--- src/rtl/tag_freelist_pkg.sv ---
`default_nettype none
// ============================================================================
// Module      : tag_freelist_pkg
// Description : Shared constants, types and helper functions for the
//               multi-port rename-tag free list.
// Revision    : 1.0 - initial release
// ============================================================================
package tag_freelist_pkg;

  localparam int TAG_W_DEF       = 6;
  localparam int NUM_TAGS_DEF    = 64;
  localparam int ALLOC_PORTS_DEF = 2;
  localparam int REL_PORTS_DEF   = 2;

  // Widest port vector the helpers accept, and the width of a per-port
  // write offset / count (0..MAX_PORTS).
  localparam int MAX_PORTS = 4;
  localparam int OFF_W     = 3;

  typedef logic [TAG_W_DEF-1:0] tag_t;
  typedef logic [MAX_PORTS-1:0] port_vec_t;

  // (ptr + inc) mod n using subtraction, so n need not be a power of two.
  // ptr < n and inc <= MAX_PORTS, so a few conditional subtractions suffice.
  function automatic int unsigned wrap_add(input int unsigned ptr,
                                           input int unsigned inc,
                                           input int unsigned n);
    int unsigned s;
    s = ptr + inc;
    for (int k = 0; k <= MAX_PORTS; k++) begin
      if (s >= n) s = s - n;
    end
    return s;
  endfunction

  // Number of consecutive ones starting at bit 0.
  function automatic int unsigned leading_ones(input port_vec_t vec);
    int unsigned c;
    logic        run;
    c   = 0;
    run = 1'b1;
    for (int i = 0; i < MAX_PORTS; i++) begin
      run = run & vec[i];
      if (run) c = c + 1;
    end
    return c;
  endfunction

  // Number of set bits.
  function automatic int unsigned popcount(input port_vec_t vec);
    int unsigned c;
    c = 0;
    for (int i = 0; i < MAX_PORTS; i++) begin
      if (vec[i]) c = c + 1;
    end
    return c;
  endfunction

endpackage
`default_nettype wire

--- src/rtl/tag_freelist_compact.sv ---
`default_nettype none
// ============================================================================
// Module      : tag_freelist_compact
// Description : Compacts the accepted release ports into consecutive write
//               offsets (in port order) and reports the accepted count.
// Revision    : 1.0 - initial release
// ============================================================================
module tag_freelist_compact
  import tag_freelist_pkg::*;
#(
  parameter int REL_PORTS = REL_PORTS_DEF
) (
  input  logic [REL_PORTS-1:0]       rel_vld,
  input  logic [REL_PORTS-1:0]       accept_mask,
  output logic [REL_PORTS*OFF_W-1:0] wr_off,
  output logic [OFF_W-1:0]           rel_count
);

  logic [REL_PORTS-1:0] keep;
  logic [OFF_W-1:0]     run_cnt;

  assign keep = rel_vld & accept_mask;

  // Running sum: each kept port writes at the number of kept ports below it.
  always_comb begin
    wr_off  = '0;
    run_cnt = '0;
    for (int k = 0; k < REL_PORTS; k++) begin
      wr_off[k*OFF_W +: OFF_W] = run_cnt;
      run_cnt = run_cnt + OFF_W'(keep[k]);
    end
    rel_count = run_cnt;
  end

endmodule
`default_nettype wire

--- src/rtl/tag_freelist_mp.sv ---
`default_nettype none
// ============================================================================
// Module      : tag_freelist_mp
// Description : Multi-port free list of rename tags held in a circular
//               buffer. Up to ALLOC_PORTS show-ahead allocations and up to
//               REL_PORTS releases per cycle, count-based status and sticky
//               error flags. Define TAG_FREELIST_DUPCHK_EN to add a free
//               bitmap that filters duplicate / out-of-range releases.
// Revision    : 1.0 - initial release
// ============================================================================
module tag_freelist_mp
  import tag_freelist_pkg::*;
#(
  parameter int TAG_W       = TAG_W_DEF,
  parameter int NUM_TAGS    = NUM_TAGS_DEF,
  parameter int ALLOC_PORTS = ALLOC_PORTS_DEF,
  parameter int REL_PORTS   = REL_PORTS_DEF
) (
  input  logic                           clk,
  input  logic                           rst,
  input  logic [ALLOC_PORTS-1:0]         alloc_req,
  output logic [ALLOC_PORTS-1:0]         alloc_vld,
  output logic [ALLOC_PORTS*TAG_W-1:0]   alloc_tag,
  input  logic [REL_PORTS-1:0]           rel_vld,
  input  logic [REL_PORTS*TAG_W-1:0]     rel_tag,
  output logic [$clog2(NUM_TAGS+1)-1:0]  free_count,
  output logic                           fifo_empty,
  output logic                           fifo_full,
  output logic                           err_order,
  output logic                           err_ovf,
  output logic                           err_dup
);

  localparam int PTR_W = $clog2(NUM_TAGS);
  localparam int CNT_W = $clog2(NUM_TAGS + 1);

  logic [TAG_W-1:0]           storage_q [NUM_TAGS];
  logic [TAG_W-1:0]           storage_d [NUM_TAGS];
  logic [PTR_W-1:0]           rd_ptr_q, rd_ptr_d;
  logic [PTR_W-1:0]           wr_ptr_q, wr_ptr_d;
  logic [CNT_W-1:0]           free_count_q, free_count_d;
  logic                       full_q, full_d;
  logic                       empty_q, empty_d;
  logic                       err_order_q, err_order_d;
  logic                       err_ovf_q, err_ovf_d;

  logic [OFF_W-1:0]           grant_cnt;
  logic [REL_PORTS-1:0]       rel_mask;
  logic [REL_PORTS*OFF_W-1:0] rel_off;
  logic [OFF_W-1:0]           rel_cnt_raw;
  logic [REL_PORTS-1:0]       rel_accept;
  logic [CNT_W-1:0]           room;
  logic [CNT_W-1:0]           acc_cnt;

  // Show-ahead offer: driven from registered state only, never alloc_req.
  always_comb begin
    alloc_vld = '0;
    alloc_tag = '0;
    for (int i = 0; i < ALLOC_PORTS; i++) begin
      alloc_vld[i] = (32'(free_count_q) > unsigned'(i));
      alloc_tag[i*TAG_W +: TAG_W] =
        storage_q[PTR_W'(wrap_add(32'(rd_ptr_q), unsigned'(i), NUM_TAGS))];
    end
  end

  // Grant the contiguous prefix of requests that have a tag on offer; any
  // request above the first zero of alloc_req is a protocol error.
  always_comb begin
    grant_cnt   = OFF_W'(leading_ones(port_vec_t'(alloc_req & alloc_vld)));
    err_order_d = err_order_q |
                  (popcount(port_vec_t'(alloc_req)) !=
                   leading_ones(port_vec_t'(alloc_req)));
  end

`ifdef TAG_FREELIST_DUPCHK_EN
  logic [NUM_TAGS-1:0] free_q, free_d;
  logic                err_dup_q, err_dup_d;
  logic [TAG_W-1:0]    chk_tag;

  // Reject releases of already-free, out-of-range, or same-cycle repeated
  // tags (the earlier port keeps the tag) before they reach compaction.
  always_comb begin
    rel_mask = '1;
    chk_tag  = '0;
    for (int k = 0; k < REL_PORTS; k++) begin
      chk_tag = rel_tag[k*TAG_W +: TAG_W];
      if (32'(chk_tag) >= NUM_TAGS) begin
        rel_mask[k] = 1'b0;
      end else if (free_q[PTR_W'(chk_tag)]) begin
        rel_mask[k] = 1'b0;
      end
      for (int j = 0; j < k; j++) begin
        if (rel_vld[j] && (rel_tag[j*TAG_W +: TAG_W] == chk_tag)) begin
          rel_mask[k] = 1'b0;
        end
      end
    end
    err_dup_d = err_dup_q | (|(rel_vld & ~rel_mask));
  end

  // Bitmap tracks which tags sit in the list: granted tags leave, accepted
  // releases return.
  always_comb begin
    free_d = free_q;
    for (int i = 0; i < ALLOC_PORTS; i++) begin
      if (unsigned'(i) < 32'(grant_cnt)) begin
        free_d[PTR_W'(alloc_tag[i*TAG_W +: TAG_W])] = 1'b0;
      end
    end
    for (int k = 0; k < REL_PORTS; k++) begin
      if (rel_accept[k]) begin
        free_d[PTR_W'(rel_tag[k*TAG_W +: TAG_W])] = 1'b1;
      end
    end
  end

  // Bitmap and duplicate-error registers.
  always_ff @(posedge clk) begin
    if (rst) begin
      free_q    <= '1;
      err_dup_q <= 1'b0;
    end else begin
      free_q    <= free_d;
      err_dup_q <= err_dup_d;
    end
  end

  assign err_dup = err_dup_q;
`else
  assign rel_mask = '1;
  assign err_dup  = 1'b0;
`endif

  tag_freelist_compact #(
    .REL_PORTS (REL_PORTS)
  ) u_compact (
    .rel_vld     (rel_vld),
    .accept_mask (rel_mask),
    .wr_off      (rel_off),
    .rel_count   (rel_cnt_raw)
  );

  // Releases fill only the slots not currently holding a free tag; the
  // highest-numbered excess releases are dropped.
  always_comb begin
    room       = CNT_W'(NUM_TAGS) - free_count_q;
    rel_accept = '0;
    for (int k = 0; k < REL_PORTS; k++) begin
      rel_accept[k] = rel_vld[k] & rel_mask[k] &
                      (32'(rel_off[k*OFF_W +: OFF_W]) < 32'(room));
    end
    acc_cnt   = (32'(rel_cnt_raw) > 32'(room)) ? room : CNT_W'(rel_cnt_raw);
    err_ovf_d = err_ovf_q | (32'(rel_cnt_raw) > 32'(room));
  end

  // Storage writes, pointer advance and registered status.
  always_comb begin
    storage_d = storage_q;
    for (int k = 0; k < REL_PORTS; k++) begin
      if (rel_accept[k]) begin
        storage_d[PTR_W'(wrap_add(32'(wr_ptr_q),
                                  32'(rel_off[k*OFF_W +: OFF_W]),
                                  NUM_TAGS))] = rel_tag[k*TAG_W +: TAG_W];
      end
    end
    rd_ptr_d     = PTR_W'(wrap_add(32'(rd_ptr_q), 32'(grant_cnt), NUM_TAGS));
    wr_ptr_d     = PTR_W'(wrap_add(32'(wr_ptr_q), 32'(acc_cnt), NUM_TAGS));
    free_count_d = free_count_q - CNT_W'(grant_cnt) + acc_cnt;
    full_d       = (free_count_d == CNT_W'(NUM_TAGS));
    empty_d      = (free_count_d == '0);
  end

  // State registers; reset reloads the identity tag set.
  always_ff @(posedge clk) begin
    if (rst) begin
      for (int i = 0; i < NUM_TAGS; i++) begin
        storage_q[i] <= TAG_W'(i);
      end
      rd_ptr_q     <= '0;
      wr_ptr_q     <= '0;
      free_count_q <= CNT_W'(NUM_TAGS);
      full_q       <= 1'b1;
      empty_q      <= 1'b0;
      err_order_q  <= 1'b0;
      err_ovf_q    <= 1'b0;
    end else begin
      storage_q    <= storage_d;
      rd_ptr_q     <= rd_ptr_d;
      wr_ptr_q     <= wr_ptr_d;
      free_count_q <= free_count_d;
      full_q       <= full_d;
      empty_q      <= empty_d;
      err_order_q  <= err_order_d;
      err_ovf_q    <= err_ovf_d;
    end
  end

  assign free_count = free_count_q;
  assign fifo_full  = full_q;
  assign fifo_empty = empty_q;
  assign err_order  = err_order_q;
  assign err_ovf    = err_ovf_q;

endmodule
`default_nettype wire

--- config.mk ---
export PLATFORM = sky130hd
export DESIGN_NAME = tag_freelist_mp
export DESIGN_NICKNAME = d
export VERILOG_FILES = /design/src/rtl/tag_freelist_pkg.sv /design/src/rtl/tag_freelist_compact.sv /design/src/rtl/tag_freelist_mp.sv
export SDC_FILE = /design/constraint.sdc
export NUM_CORES = 1
export LEC_CHECK = 0
export CORE_MARGIN = 3
export CORE_UTILIZATION = 40
export CTS_CLUSTER_SIZE = 16
export DETAILED_ROUTE_END_ITERATION = 10
export PLACE_DENSITY = 0.57
export SLEW_MARGIN = 20
export SYNTH_ARGS = -nofsm -noshare
export SYNTH_HDL_FRONTEND = slang
export SYNTH_SLANG_ARGS = --single-unit
--- constraint.sdc ---
create_clock -name clk -period 8.45 [get_ports clk]
set_input_delay 1.2675 -clock clk [delete_from_list [all_inputs] [get_ports clk]]
set_output_delay 1.2675 -clock clk [all_outputs]
set_load 0.05 [all_outputs]
Yosys cells after proc, flatten, opt, wreduce, memory -nomap -nowiden:

Cells that the tools add are included.
W data, S select, Z words.

* $add $sub $neg: 42
* order comparisons: 41
* eq/ne operators: 2
* mux-type cells: 62
* bitwise logic cells: 13
* reductions and logical operators: 3

Operators with widths (number)
* $mux W32: 34
* $bwmux W384: 2
* $ge A32 B7 Y1 const B: 24
* $mux W384: 2
* $sub A32 B7 Y32 const B: 18
* $mux W6: 14
* $bmux W6 S6: 2
* $demux W6 S6: 2
* $ge A7 B7 Y1 const B: 7
* $sub A6 B1 Y6 const B: 6
* $add A32 B1 Y32 const B: 1
* $ne A32 B32 Y1: 1
* $not A6 Y7: 4
* $sub A7 B7 Y8 const B: 3
* $sub A6 B7 Y8 const B: 2
* $ge A6 B7 Y1 const B: 2
* $gt A7 B1 Y1 const B: 2
* $lt A7 B1 Y1 const B: 2
* $mux W3: 3
* $sub A8 B7 Y9 const B: 1
* $add A6 B7 Y8: 1
* $ge A8 B7 Y1 const B: 1
* $add A6 B1 Y7: 1
* $add A6 B1 Y7 const B: 1
* 19 further kinds: 27

* register bits: 407
* bits of input ports: 18
* output and inout bits: 26

Longest topological paths before layout:

* word-level depth: 25
* depth in mapped cells: 18
* mapped depth without buffers: 18

Cells and area by module:

Synthesis repeated with hierarchy kept, for this count alone.

* cells, all modules: 2598
* area, all modules: 26955.9 sq um

Modules (own cells, without submodules)
* tag_freelist_mp: times used 1, cells an instance 2588, area an instance 26882.0 sq um, seq. area each 8147.8 sq um
* tag_freelist_compact: times used 1, cells an instance 10, area an instance 73.8 sq um, seq. area each 0.0 sq um

Worst setup path before layout:

Ideal clock, no wire load.

* path kind: reg2reg
* start point: register free_count_q[0], in the netlist free_count[0]
* end point: register full_q, in the netlist fifo_full
* library setup time: 86 ps
* data arrival time: 4727 ps
* required time: 8364 ps
* setup slack: 3637 ps
* stages on the path, launching flop included: 18
* path buffers: 0
* period minus slack after synthesis: 4813 ps
* cell sequence: dfxtp_1 inv_1 ha_1 or3b_2 a21oi_1 o22ai_1 a211oi_1 mux2_2 inv_1 fa_1 inv_1 ha_1 a21o_1 a21oi_1 nor2_1 a311oi_1 nand3_1 a211oi_1

* cells in the longest elaborated chain, start to end: 12
* elaborated cells between the ends (all ways): 19

RTL lines
* start: declaration: RTL line tag_freelist_mp.sv:41 `logic [CNT_W-1:0] free_count_q, free_count_d;`
* start signal: assignment: RTL line tag_freelist_mp.sv:181 `free_count_q <= CNT_W'(NUM_TAGS);`
* start signal: assignment: RTL line tag_freelist_mp.sv:190 `free_count_q <= free_count_d;`
* $gt A7 B1 Y1: RTL line tag_freelist_mp.sv:60 `alloc_vld[i] = (32'(free_count_q) > unsigned'(i));`
* $and A2 B2 Y2: RTL line tag_freelist_mp.sv:69 `grant_cnt = OFF_W'(leading_ones(port_vec_t'(alloc_req & alloc_vld)));`
* $mux W1: RTL line tag_freelist_pkg.sv:44 `if (run) c = c + 1;`
* $add A1 B1 Y2: RTL line tag_freelist_pkg.sv:44
* $mux W3: RTL line tag_freelist_pkg.sv:44
* $add A3 B1 Y3: RTL line tag_freelist_pkg.sv:44
* $mux W3: RTL line tag_freelist_pkg.sv:44
* $add A3 B1 Y3: RTL line tag_freelist_pkg.sv:44
* $mux W3: RTL line tag_freelist_pkg.sv:44
* $sub A7 B3 Y7: RTL line tag_freelist_mp.sv:168 `free_count_d = free_count_q - CNT_W'(grant_cnt) + acc_cnt;`
* $add A7 B7 Y7 *: RTL line tag_freelist_mp.sv:168
* $eq A7 B7 Y1 *: RTL line tag_freelist_mp.sv:169 `full_d = (free_count_d == CNT_W'(NUM_TAGS));`
* end signal: assignment: RTL line tag_freelist_mp.sv:191 `full_q <= full_d;`
* end: declaration: RTL line tag_freelist_mp.sv:42 `logic full_q, full_d;`

Mark *: on every way between the ends. The rest lies on a longest branch, timed or not.
A chain may end at the register's enable or synchronous reset.

Worst setup path in the final report:

* start point: register rd_ptr_q[0]
* end point: output alloc_tag[5]

* cells in the longest elaborated chain, start to end: 14
* elaborated cells between the ends (all ways): 19

RTL lines
* start: declaration: RTL line tag_freelist_mp.sv:39 `logic [PTR_W-1:0] rd_ptr_q, rd_ptr_d;`
* start signal: assignment: RTL line tag_freelist_mp.sv:188 `rd_ptr_q <= rd_ptr_d;`
* $sub A6 B7 Y8 or $ge A6 B7 Y1 (tied branches): RTL line tag_freelist_pkg.sv:31 `if (s >= n) s = s - n;`
* $mux W32 *: RTL line tag_freelist_pkg.sv:31
* $sub A32 B7 Y32 or $ge A32 B7 Y1 (tied branches): RTL line tag_freelist_pkg.sv:31
* $mux W32 *: RTL line tag_freelist_pkg.sv:31
* $sub A32 B7 Y32 or $ge A32 B7 Y1 (tied branches): RTL line tag_freelist_pkg.sv:31
* $mux W32 *: RTL line tag_freelist_pkg.sv:31
* $sub A32 B7 Y32 or $ge A32 B7 Y1 (tied branches): RTL line tag_freelist_pkg.sv:31
* $mux W32 *: RTL line tag_freelist_pkg.sv:31
* $ge A32 B7 Y1 or $sub A6 B1 Y6 (tied branches): RTL line tag_freelist_pkg.sv:31
* $mux W6 *: RTL line tag_freelist_pkg.sv:31
* $not A6 Y7 (not written as such) *: RTL line tag_freelist_mp.sv:62 `storage_q[PTR_W'(wrap_add(32'(rd_ptr_q), unsigned'(i), NUM_TAGS))];`
* $bmux W6 S6 *: RTL line tag_freelist_mp.sv:62
* $mux W6 (not written as such) * (2 in a row): RTL line tag_freelist_mp.sv:62
* end: declaration: RTL line tag_freelist_mp.sv:23 `output logic [ALLOC_PORTS*TAG_W-1:0] alloc_tag,`

Mark *: on every way between the ends. The rest lies on a longest branch, timed or not. The select of a mux whose other input is x is not followed.

==> impl_metrics.tcl <==
set metrics [dict create \
    cp_top_family "buffers and inverters" \
    peakVddDrop_mv 0.239 \
    drc 0 \
    fin_util_pct 44.8 \
    yosys_warnings 0 \
    antenna_found_initial 2 \
    slew_viol_final 0 \
    p_int_w 0.00415 \
    path_buf_inv 3 \
    die_area_sq_um 66500 \
    setup.worst_path.class "reg -> out" \
    port_buffers 42 \
    die_h_um 258 \
    num-nets-final 2488 \
    synth_top_area_share_pct 32.1 \
    min_period_ns 6.69 \
    synth-edff-count 0 \
    async_flop_share_pct 0 \
    seq_power_share_pct 33.0 \
    clk_pin_slew_ns 0.06 \
    syn_inst 2553 \
    cp.arrival_ns 5.42 \
    hold_class "reg -> reg" \
    rsz0062_at_grt "no" \
    cts-root-buf "clkbuf_16" \
    cp_max_fo 50 \
    maxSlewHeadroom_pct 16.4 \
    antenna_cells 0 \
    syn_avg_cell_area_sq_um 9.93 \
    yosysUniqueCellTypes 70 \
    vias_per_cell 7.33 \
    fmax_ghz 0.149 \
    fin_crit_sh_pct 79.2 \
    grt_pass1_wl_um 158000 \
    fin_ws_ns 1.76 \
    h-tree-depth 2 \
    area_growth_pct 9.76 \
    yosysMostFrequentCell "dfxtp_1" \
    num_rows 91 \
    crit_required_ns 7.18 \
    cts_tree "built" \
    instances_no_fill 3314 \
    cts.repair.resized 0 \
    dp.final_hpwl_um 70700 \
    clkLatencyLatePin_ns 0.61 \
    initial_core_util_pct 40.8 \
    place_congestion 0.963 \
    yosys-top-cells-count "dfxtp_1, nand2_1, mux4_2" \
    share_comb_of_total_power_pct 36.2 \
    first_global_vias 22611 \
    postCtsSetupBuffers 0 \
    p_leak_nw 9.33 \
    clockBufferDepth 3 \
    grt_max_degree 105 \
    power_density_nw_per_um2 247 \
    track_usage_pct 31.7 \
    setup_violations 0 \
    setup_tns_ns 0 \
    status "completed" \
    synth.largest_area_cell "dfxtp_1" \
    max_cap_violations 0 \
    drt_wl_total_um 109000 \
    dp_cells 3230 \
    crit_path_end_kind "output pin" \
    p_sw_w 0.00273 \
    p_clk_share_pct 30.8 \
    post_drt_wl_per_cell_um 32.9 \
    pre_cts_slack_ns 2.45 \
    grt_overflow 0 \
    postRouteAntennaNets 0 \
    dieWidth_um 258 \
    cts_buffers 47 \
    ys.flop_type "dfxtp_1" \
    hold_buffers 0 \
    layout-drive-gt1-share_pct 19.3 \
    synth_top_cells_by_area "dfxtp_1, mux4_2, a221oi_1" \
    cp_slowest_cell "dfxtp_4" \
    design.core.area_sq_um 62200 \
    worst_pin_slew_ns 1.25 \
    yosys_register_bits 407 \
    ios 44 \
    cp_cell_sequence "buf_4 > buf_4 > mux4_2 > mux4_2 > mux2_2 > nand2_1 > o21ai_0 > clkdlybuf4s50_1" \
    hold_violations 0 \
    crit_path_start_kind "flip-flop" \
    skew_ns 0.0233 \
    cts.sinks 407 \
    drtIter0Drc 3472 \
    drt-pass1-iter-count 6 \
    slowest_delay_ns 0.81 \
    via_count 24302 \
    yosysSeqAreaShare_pct 32.1 \
    switching_share_pct 39.7 \
    synth_area_sq_um 25400 \
]
stage by stage:
stage	power (W)	cell area [sq um]	hold slack, ns
after detailed placement	0.00472	26300	0.457
after global routing	0.00708	27800	0.483
after global placement	0.00468	26300	0.448
after floorplan	0.00392	25400	0.446
after CTS	0.00681	27800	0.470
final	0.00688	27800	0.466
routing by layer:
| layer | GRT usage [%] | wire length (um) | up-vias |
|---|---|---|---|
| met5 | 0 | 19 | - |
| met4 | 19.8 | 8080 | 2 |
| met3 | 10.5 | 14400 | 455 |
| met2 | 46.6 | 46400 | 1828 |
| met1 | 40.2 | 40200 | 12061 |
| li1 | - | - | 9956 |
power groups by stage:
stage                     Clock (W)  Sequential [W]  Combinational, W
after global routing        0.00220         0.00228           0.00260
after floorplan                   0         0.00222           0.00171
after global placement            0         0.00230           0.00238
after detailed placement          0         0.00230           0.00242
after CTS                   0.00213         0.00226           0.00242
final                       0.00212         0.00227           0.00249
worst reg2reg max path, cell delays in order, from the launching register on:
cell and delay (ns):
dfxtp_1 0.60, inv_1 0.15, ha_1 0.29, or3b_2 0.46, a21oi_1 0.46, o22ai_1 0.28
a211oi_1 0.52, mux2_2 0.30, inv_1 0.07, fa_1 0.41, inv_1 0.08, ha_1 0.26
nor2b_1 0.14, o21ai_0 0.23, a21boi_0 0.14, o21ai_0 0.27, nor4b_1 0.52, o21ba_2 0.23
state kept, by name, summed over array words and instances, names as in the netlist:
name        flops
storage_q     384
free_count      7
rd_ptr_q        6
wr_ptr_q        6
err_order       1
err_ovf         1
fifo_empty      1
fifo_full       1
cells in the final DEF, fill, tap and decap left out, types with 17 or more instances in the layout:
cell and instances:
dfxtp_1 404, nand2_1 310, mux4_2 240, nor2_1 169, nand3_1 156, a221oi_1 138, a32oi_1 120, a31oi_1 117
mux2i_1 110, a22oi_1 82, a211oi_2 53, buf_4 52, a21oi_1 51, a211oi_1 49, clkbuf_16 49, inv_1 38
o21ai_0 38, clkdlybuf4s50_1 35, ha_1 23, or3_1 17
final timing paths:
check	startpoint	endpoint	slack (ns)	depth (start not counted)
max	rd_ptr_q[0]	alloc_tag[5]	1.76	8
min	err_order	err_order	0.47	2
max reg2reg	free_count[0]	fifo_empty	2.98	17
min reg2reg	err_order	err_order	0.47	2
logic make-up after synthesis:
family	count (synthesis)	synth area share [%]
AND/OR/NAND/NOR	734	12.9
AO/OA/AOI/OAI	701	21.7
flip-flops	407	32.1
multiplexers	361	26.1
buffers and inverters	300	4.94
adder cells (fa/ha/maj)	28	1.50
XOR/XNOR	20	0.691
other	2	0.0296
cell type report:
type,instances,area [sq um]
multi-input cells,1850,16100
inverters,41,154
repair buffers,95,805
flip-flops and latches,407,8160
clock inverters,12,125
clock buffers,72,1420
fillers,5880,34300
well taps,837,1050
Power figures use the tool's default switching activity.
